<file path="src/rtl/alu_dispatch_pkg.sv">
// Shared types and constants for the RV32I execute-side ALU dispatcher:
// ALU operation encoding, major opcodes and funct7 patterns.
package alu_dispatch_pkg;

  typedef enum logic [3:0] {
    ALU_ADD,
    ALU_SUB,
    ALU_SLL,
    ALU_SLT,
    ALU_SLTU,
    ALU_XOR,
    ALU_SRL,
    ALU_SRA,
    ALU_OR,
    ALU_AND
  } alu_op_e;

  localparam logic [6:0] OPC_OP     = 7'b0110011;
  localparam logic [6:0] OPC_OP_IMM = 7'b0010011;
  localparam logic [6:0] OPC_LUI    = 7'b0110111;
  localparam logic [6:0] OPC_AUIPC  = 7'b0010111;

  localparam logic [6:0] F7_BASE = 7'b0000000;
  localparam logic [6:0] F7_ALT  = 7'b0100000;

  // funct3 -> operation for the "base" (funct7 = 0) flavour of OP / OP-IMM.
  function automatic alu_op_e base_op(input logic [2:0] f3);
    case (f3)
      3'b000:  return ALU_ADD;
      3'b001:  return ALU_SLL;
      3'b010:  return ALU_SLT;
      3'b011:  return ALU_SLTU;
      3'b100:  return ALU_XOR;
      3'b101:  return ALU_SRL;
      3'b110:  return ALU_OR;
      default: return ALU_AND;
    endcase
  endfunction

endpackage

</file>
<file path="src/rtl/rv32i_alu_decode.sv">
// Pure combinational RV32I decode for OP / OP-IMM / LUI / AUIPC into an
// ALU operation, operand pair, destination index and an illegal flag.
module rv32i_alu_decode
  import alu_dispatch_pkg::*;
(
  input  logic [31:0] instr,
  input  logic [31:0] pc,
  input  logic [31:0] rs1_data,
  input  logic [31:0] rs2_data,
  output logic [3:0]  alu_op,
  output logic [31:0] a,
  output logic [31:0] b,
  output logic [4:0]  rd,
  output logic        illegal
);

  logic [6:0]  opcode;
  logic [2:0]  f3;
  logic [6:0]  f7;
  logic [31:0] imm_i;
  logic [31:0] imm_u;
  logic [31:0] shamt;
  alu_op_e     op;

  assign opcode = instr[6:0];
  assign f3     = instr[14:12];
  assign f7     = instr[31:25];
  assign imm_i  = {{20{instr[31]}}, instr[31:20]};
  assign imm_u  = {instr[31:12], 12'b0};
  assign shamt  = {27'b0, instr[24:20]};
  assign rd     = instr[11:7];

  // NOTE: every output of this block gets a default first; a path that
  // skips an assignment would otherwise infer a latch.
  always_comb begin
    op      = ALU_ADD;
    a       = '0;
    b       = '0;
    illegal = 1'b0;
    case (opcode)
      OPC_OP: begin
        a = rs1_data;
        b = rs2_data;
        if (f7 == F7_BASE)                  op = base_op(f3);
        else if (f7 == F7_ALT && f3 == 3'b000) op = ALU_SUB;
        else if (f7 == F7_ALT && f3 == 3'b101) op = ALU_SRA;
        else                                   illegal = 1'b1;
      end
      OPC_OP_IMM: begin
        a  = rs1_data;
        b  = imm_i;
        op = base_op(f3);
        case (f3)
          3'b001: begin
            b = shamt;
            if (f7 != F7_BASE) illegal = 1'b1;
          end
          3'b101: begin
            b = shamt;
            if (f7 == F7_ALT)       op = ALU_SRA;
            else if (f7 != F7_BASE) illegal = 1'b1;
          end
          default: ;
        endcase
      end
      OPC_LUI: begin
        b = imm_u;
      end
      OPC_AUIPC: begin
        a = pc;
        b = imm_u;
      end
      default: illegal = 1'b1;
    endcase

    // Illegal beats present a harmless ADD 0,0 to the ALU.
    if (illegal) begin
      op = ALU_ADD;
      a  = '0;
      b  = '0;
    end
  end

  assign alu_op = op;

endmodule

</file>
<file path="src/rtl/alu_dispatch.sv">
// Two-stage valid/ready wrapper around the external combinational ALU:
// D holds decoded operands driving the ALU, W holds the writeback beat.
module alu_dispatch
  import alu_dispatch_pkg::*;
#(
  parameter int DATA_WIDTH = 32
) (
  input  logic                  clk,
  input  logic                  rst,
  input  logic                  in_valid,
  output logic                  in_ready,
  input  logic [31:0]           in_instr,
  input  logic [DATA_WIDTH-1:0] in_pc,
  input  logic [DATA_WIDTH-1:0] in_rs1_data,
  input  logic [DATA_WIDTH-1:0] in_rs2_data,
  output logic [3:0]            alu_op,
  output logic [DATA_WIDTH-1:0] alu_a,
  output logic [DATA_WIDTH-1:0] alu_b,
  input  logic [DATA_WIDTH-1:0] alu_result,
  output logic                  out_valid,
  input  logic                  out_ready,
  output logic [4:0]            out_rd,
  output logic [DATA_WIDTH-1:0] out_wdata,
  output logic                  out_we,
  output logic                  out_illegal
);

  logic [3:0]            dec_op;
  logic [DATA_WIDTH-1:0] dec_a, dec_b;
  logic [4:0]            dec_rd;
  logic                  dec_illegal;

  logic                  d_valid_q, d_valid_d;
  logic [3:0]            d_op_q, d_op_d;
  logic [DATA_WIDTH-1:0] d_a_q, d_a_d, d_b_q, d_b_d;
  logic [4:0]            d_rd_q, d_rd_d;
  logic                  d_illegal_q, d_illegal_d;

  logic                  w_valid_q, w_valid_d;
  logic [4:0]            w_rd_q, w_rd_d;
  logic [DATA_WIDTH-1:0] w_wdata_q, w_wdata_d;
  logic                  w_we_q, w_we_d;
  logic                  w_illegal_q, w_illegal_d;

  logic w_free, accept, advance;

  rv32i_alu_decode u_decode (
    .instr    (in_instr),
    .pc       (in_pc),
    .rs1_data (in_rs1_data),
    .rs2_data (in_rs2_data),
    .alu_op   (dec_op),
    .a        (dec_a),
    .b        (dec_b),
    .rd       (dec_rd),
    .illegal  (dec_illegal)
  );

  assign w_free   = !w_valid_q || out_ready;
  assign in_ready = !d_valid_q || w_free;
  assign accept   = in_valid && in_ready;
  assign advance  = d_valid_q && w_free;

  assign alu_op = d_valid_q ? d_op_q : ALU_ADD;
  assign alu_a  = d_valid_q ? d_a_q  : '0;
  assign alu_b  = d_valid_q ? d_b_q  : '0;

  always_comb begin
    d_valid_d   = d_valid_q;
    d_op_d      = d_op_q;
    d_a_d       = d_a_q;
    d_b_d       = d_b_q;
    d_rd_d      = d_rd_q;
    d_illegal_d = d_illegal_q;
    if (accept) begin
      d_valid_d   = 1'b1;
      d_op_d      = dec_op;
      d_a_d       = dec_a;
      d_b_d       = dec_b;
      d_rd_d      = dec_rd;
      d_illegal_d = dec_illegal;
    end else if (advance) begin
      d_valid_d   = 1'b0;
    end
  end

  always_comb begin
    w_valid_d   = w_valid_q;
    w_rd_d      = w_rd_q;
    w_wdata_d   = w_wdata_q;
    w_we_d      = w_we_q;
    w_illegal_d = w_illegal_q;
    if (advance) begin
      w_valid_d   = 1'b1;
      w_rd_d      = d_rd_q;
      w_wdata_d   = d_illegal_q ? '0 : alu_result;
      w_we_d      = !d_illegal_q && (d_rd_q != 5'd0);
      w_illegal_d = d_illegal_q;
    end else if (out_ready) begin
      w_valid_d   = 1'b0;
    end
  end

  // NOTE: state registers use non-blocking assignments so every flop samples
  // the pre-edge values of the others, independent of statement order.
  always_ff @(posedge clk or posedge rst) begin
    if (rst) begin
      d_valid_q   <= 1'b0;
      d_op_q      <= ALU_ADD;
      d_a_q       <= '0;
      d_b_q       <= '0;
      d_rd_q      <= '0;
      d_illegal_q <= 1'b0;
      w_valid_q   <= 1'b0;
      w_rd_q      <= '0;
      w_wdata_q   <= '0;
      w_we_q      <= 1'b0;
      w_illegal_q <= 1'b0;
    end else begin
      d_valid_q   <= d_valid_d;
      d_op_q      <= d_op_d;
      d_a_q       <= d_a_d;
      d_b_q       <= d_b_d;
      d_rd_q      <= d_rd_d;
      d_illegal_q <= d_illegal_d;
      w_valid_q   <= w_valid_d;
      w_rd_q      <= w_rd_d;
      w_wdata_q   <= w_wdata_d;
      w_we_q      <= w_we_d;
      w_illegal_q <= w_illegal_d;
    end
  end

  assign out_valid   = w_valid_q;
  assign out_rd      = w_rd_q;
  assign out_wdata   = w_wdata_q;
  assign out_we      = w_we_q;
  assign out_illegal = w_illegal_q;

endmodule

</file>
<file path="config.mk">
export PLATFORM = sky130hd
export DESIGN_NAME = alu_dispatch
export DESIGN_NICKNAME = d
export VERILOG_FILES = /design/src/rtl/alu_dispatch_pkg.sv /design/src/rtl/rv32i_alu_decode.sv /design/src/rtl/alu_dispatch.sv
export SDC_FILE = /design/constraint.sdc
export NUM_CORES = 1
export LEC_CHECK = 0
export CORE_MARGIN = 8
export CORE_UTILIZATION = 46
export CTS_BUF_LIST = sky130_fd_sc_hd__clkbuf_8
export CTS_CLUSTER_DIAMETER = 80
export DETAILED_ROUTE_END_ITERATION = 10
export PLACE_DENSITY_LB_ADDON = 0.25
export SLEW_MARGIN = 20
export SYNTH_ARGS = -nofsm -noshare
export SYNTH_HDL_FRONTEND = slang
export SYNTH_SLANG_ARGS = --single-unit
</file>
<file path="constraint.sdc">
create_clock -name clk -period 8.79 [get_ports clk]
set_clock_uncertainty 0.1 [all_clocks]
set_input_delay 2.637 -clock clk [delete_from_list [all_inputs] [get_ports clk]]
set_output_delay 2.637 -clock clk [all_outputs]
set_load 0.02 [all_outputs]
</file>
==> impl_metrics.yaml <==
global_route:
  overflow: 0
  grt_pass1_wl_mm: 29.3
  grt_pass1_vias: 5695
  antenna_found_initial: 0
  grt_max_degree: 75
  grtUsageTotal_pct: 22.6
pwr:
  switching_share_pct: 25.7
  p_sw_uw: 337
  power_mw: 1.31
  seq_power_share_pct: 42.9
  pwr-share-clk_pct: 40.7
  peakVddDrop_mv: 0.0900
  comb_power_share_pct: 16.4
  p_leak_nw: 3.69
  p_per_area_nw_per_um2: 144
  internal_power_uw: 972
logic_synthesis:
  synth-seq-area-share_pct: 48.8
  synth_top_cell_area_share_pct: 48.8
  yosysTopAreaCell: "dfrtp_1"
  synth_edf_count: 0
  syn_area_sq_um: 5890
  synth_cells: 617
  synthDistinctLibCells: 40
  async_reset_ff_share_pct: 100
  synth_warnings: 0
  syn_area_per_cell_sq_um: 9.55
  synth_seq_cells: 115
  synthTopCellsByArea: "dfrtp_1 49%, and2_1 7.2%, nand2_1 7.0%, o21ai_0 6.4%, o31ai_4 4.3%"
  syn_nets: 781
  synthFlopType: "dfrtp_1"
place:
  dp.cells: 1012
  port_buffers: 272
  dpl-instance-area_sq_um: 8640
  gp_congestion: 0.846
  place_hpwl_mm: 14.1
timing:
  finalSetupTns_ps: 0
  holdWs_ps: 371
  rsz0062_at_grt: "false"
  tightest_slew_ps: 1050
  slew_violations: 0
  setup_viol: 0
  slew_headroom_pct: 29.8
  period_share_pct: 76.8
  period_needed_ps: 6750
  finalHoldViolations: 0
  max_freq_mhz: 148
clock_network:
  clock_path_buffers: 2
  insertion_delay_ps: 430
  cts_resized: 0
  cts_setup_buffers: 0
  clockRootBuffer: "clkbuf_8"
  tritoncts: "yes"
  cts_hold_buf: 0
  clk_pin_slew_ps: 70
  numCtsBuffers: 17
  htreeDepth: 4
  cts_sinks: 115
setup_path:
  timing.rr.end: "d_a_q[6]"
  worstSetupStartpointType: "primary input"
  cpPeakStageDelay_ps: 660
  r2r_start: "d_valid_q"
  rr_worst_depth: 6
  cp_max_fo: 4
  crit_arrival_ps: 4020
  reg2reg_slack_ps: 5200
  crit_slowest_cell: "clkdlybuf4s50_1"
  endpoint_kind: "primary output"
  cp_common_cell: "clkdlybuf4s50_1"
  worstPathRequired_ps: 6050
  worstSetupPathType: "in -> out"
  worstPathCellList: "clkdlybuf4s50_1 -> nand3b_1 -> clkdlybuf4s50_1"
final_layout:
  nFillCells: 928
  layout.cells.most_common: "clkdlybuf4s50_1"
  final_cell_mix: "271 x clkdlybuf4s50_1, 114 x dfrtp_1, 108 x nand2_1"
  fin_cells: 1044
  nNetsFinal: 1023
  final_area_sq_um: 9080
  area_growth_pct: 54.0
  drive_gt1_share_pct: 8.49
  num_antenna_cells: 0
hold_path:
  hold_path_class: "reg -> reg"
  min_to: "d_a_q[29]"
  worstHoldStart: "d_a_q[29]"
  whs_path_depth: 2
route:
  drtIter0Drc: 352
  vias_per_cell: 5.24
  drc: 0
  first_pass_iters: 5
  vias: 5466
  routedWlPerCell_um: 18.6
  totalWireLength_mm: 19.4
  ant_nets: 0
floorplanning:
  initial_core_util_pct: 46.9
  rows: 41
  die_height_um: 129
  dieArea_sq_um: 16700
  die_w_um: 129
  io_pins: 273
  core_area_sq_um: 12600
run:
  drv_cap: 0
status:
  outcome: "complete, no violations"
## cell usage after synthesis (all sizes together), types with 10 or more instances
cell	n
buf	10
nand2	110
nor2	25
mux2	11
o21ai	76
a21oi	22
dfrtp	115
nand2b	38
a22oi	32
a32o	10
clkbuf	44
o31ai	26
and2	68
## sequential cells by signal, indices dropped and copies added, names as in the netlist
name / flops
d_valid_q: 1
d_a_q: 32
out_rd: 5
out_illegal: 1
out_wdata: 32
d_illegal_q: 1
d_rd_q: 5
out_valid: 1
out_we: 1
d_op_q: 4
d_b_q: 32
## how the worst max path moves through the flow
stage                     startpoint       end  slack (ps)  cells after the start
after floorplan                  rst  d_a_q[0]        3010                      1
after global placement     out_ready  in_ready        2070                      3
after detailed placement   out_ready  in_ready        2040                      3
after CTS                  out_ready  in_ready        2030                      3
after global routing       out_ready  in_ready        1990                      3
final                      out_ready  in_ready        2040                      3
## cells by family (layout without fill, tap and decap cells)
| family | after synthesis | in the layout | share of synthesized area [%] |
|---|---|---|---|
| flip-flops | 115 | 115 | 48.8 |
| buffers and inverters | 56 | 311 | 4.27 |
| multiplexers | 17 | 17 | 3.12 |
| AO/OA/AOI/OAI | 171 | 171 | 21.3 |
| AND/OR/NAND/NOR | 256 | 256 | 22.1 |
| XOR/XNOR | 2 | 2 | 0.297 |
## metal layers
layer  part of all wire [%]  global-route usage (%)  vias up  routed length, um
met5                      0                       0        -                  0
met4                    1.7                    7.95        0                334
met3                    9.9                    7.68       25               1920
met2                     51                    40.2      232               9830
met1                     38                    24.4     2615               7290
li1                       -                       -     2594                  -
## final cells by class
cell class                 count  area [sq um]  area share [%]
tap                          172           215            2.37
inverter                       2          10.0           0.110
sequential                   115          2880            31.7
timing repair buffer         277          2760            30.4
clock buffer                  18           248            2.73
multi-input combinational    446          2780            30.6
clock inverter                14           188            2.07
## power groups by stage
stage | sequential, mW | clock (mW) | combinational (mW)
finish | 0.561 | 0.533 | 0.215
global route | 0.564 | 0.566 | 0.231
CTS | 0.561 | 0.544 | 0.217
detailed placement | 0.571 | 0 | 0.215
global placement | 0.570 | 0 | 0.211
floorplan | 0.574 | 0 | 0.0883
## critical path: cells and delay by family
family                 cells  cell delay, ps
buffers and inverters      2            1170
AND/OR/NAND/NOR            1             210
## through the flow
stage          util [%]  setup slack, ps
3_5_place_dp       68.7             2040
2_1_floorplan         -             3010
6_report           72.2             2040
5_1_grt            72.2             1990
4_1_cts            72.2             2030
3_3_place_gp       68.7             2070
(Power assumes the default switching activity.)
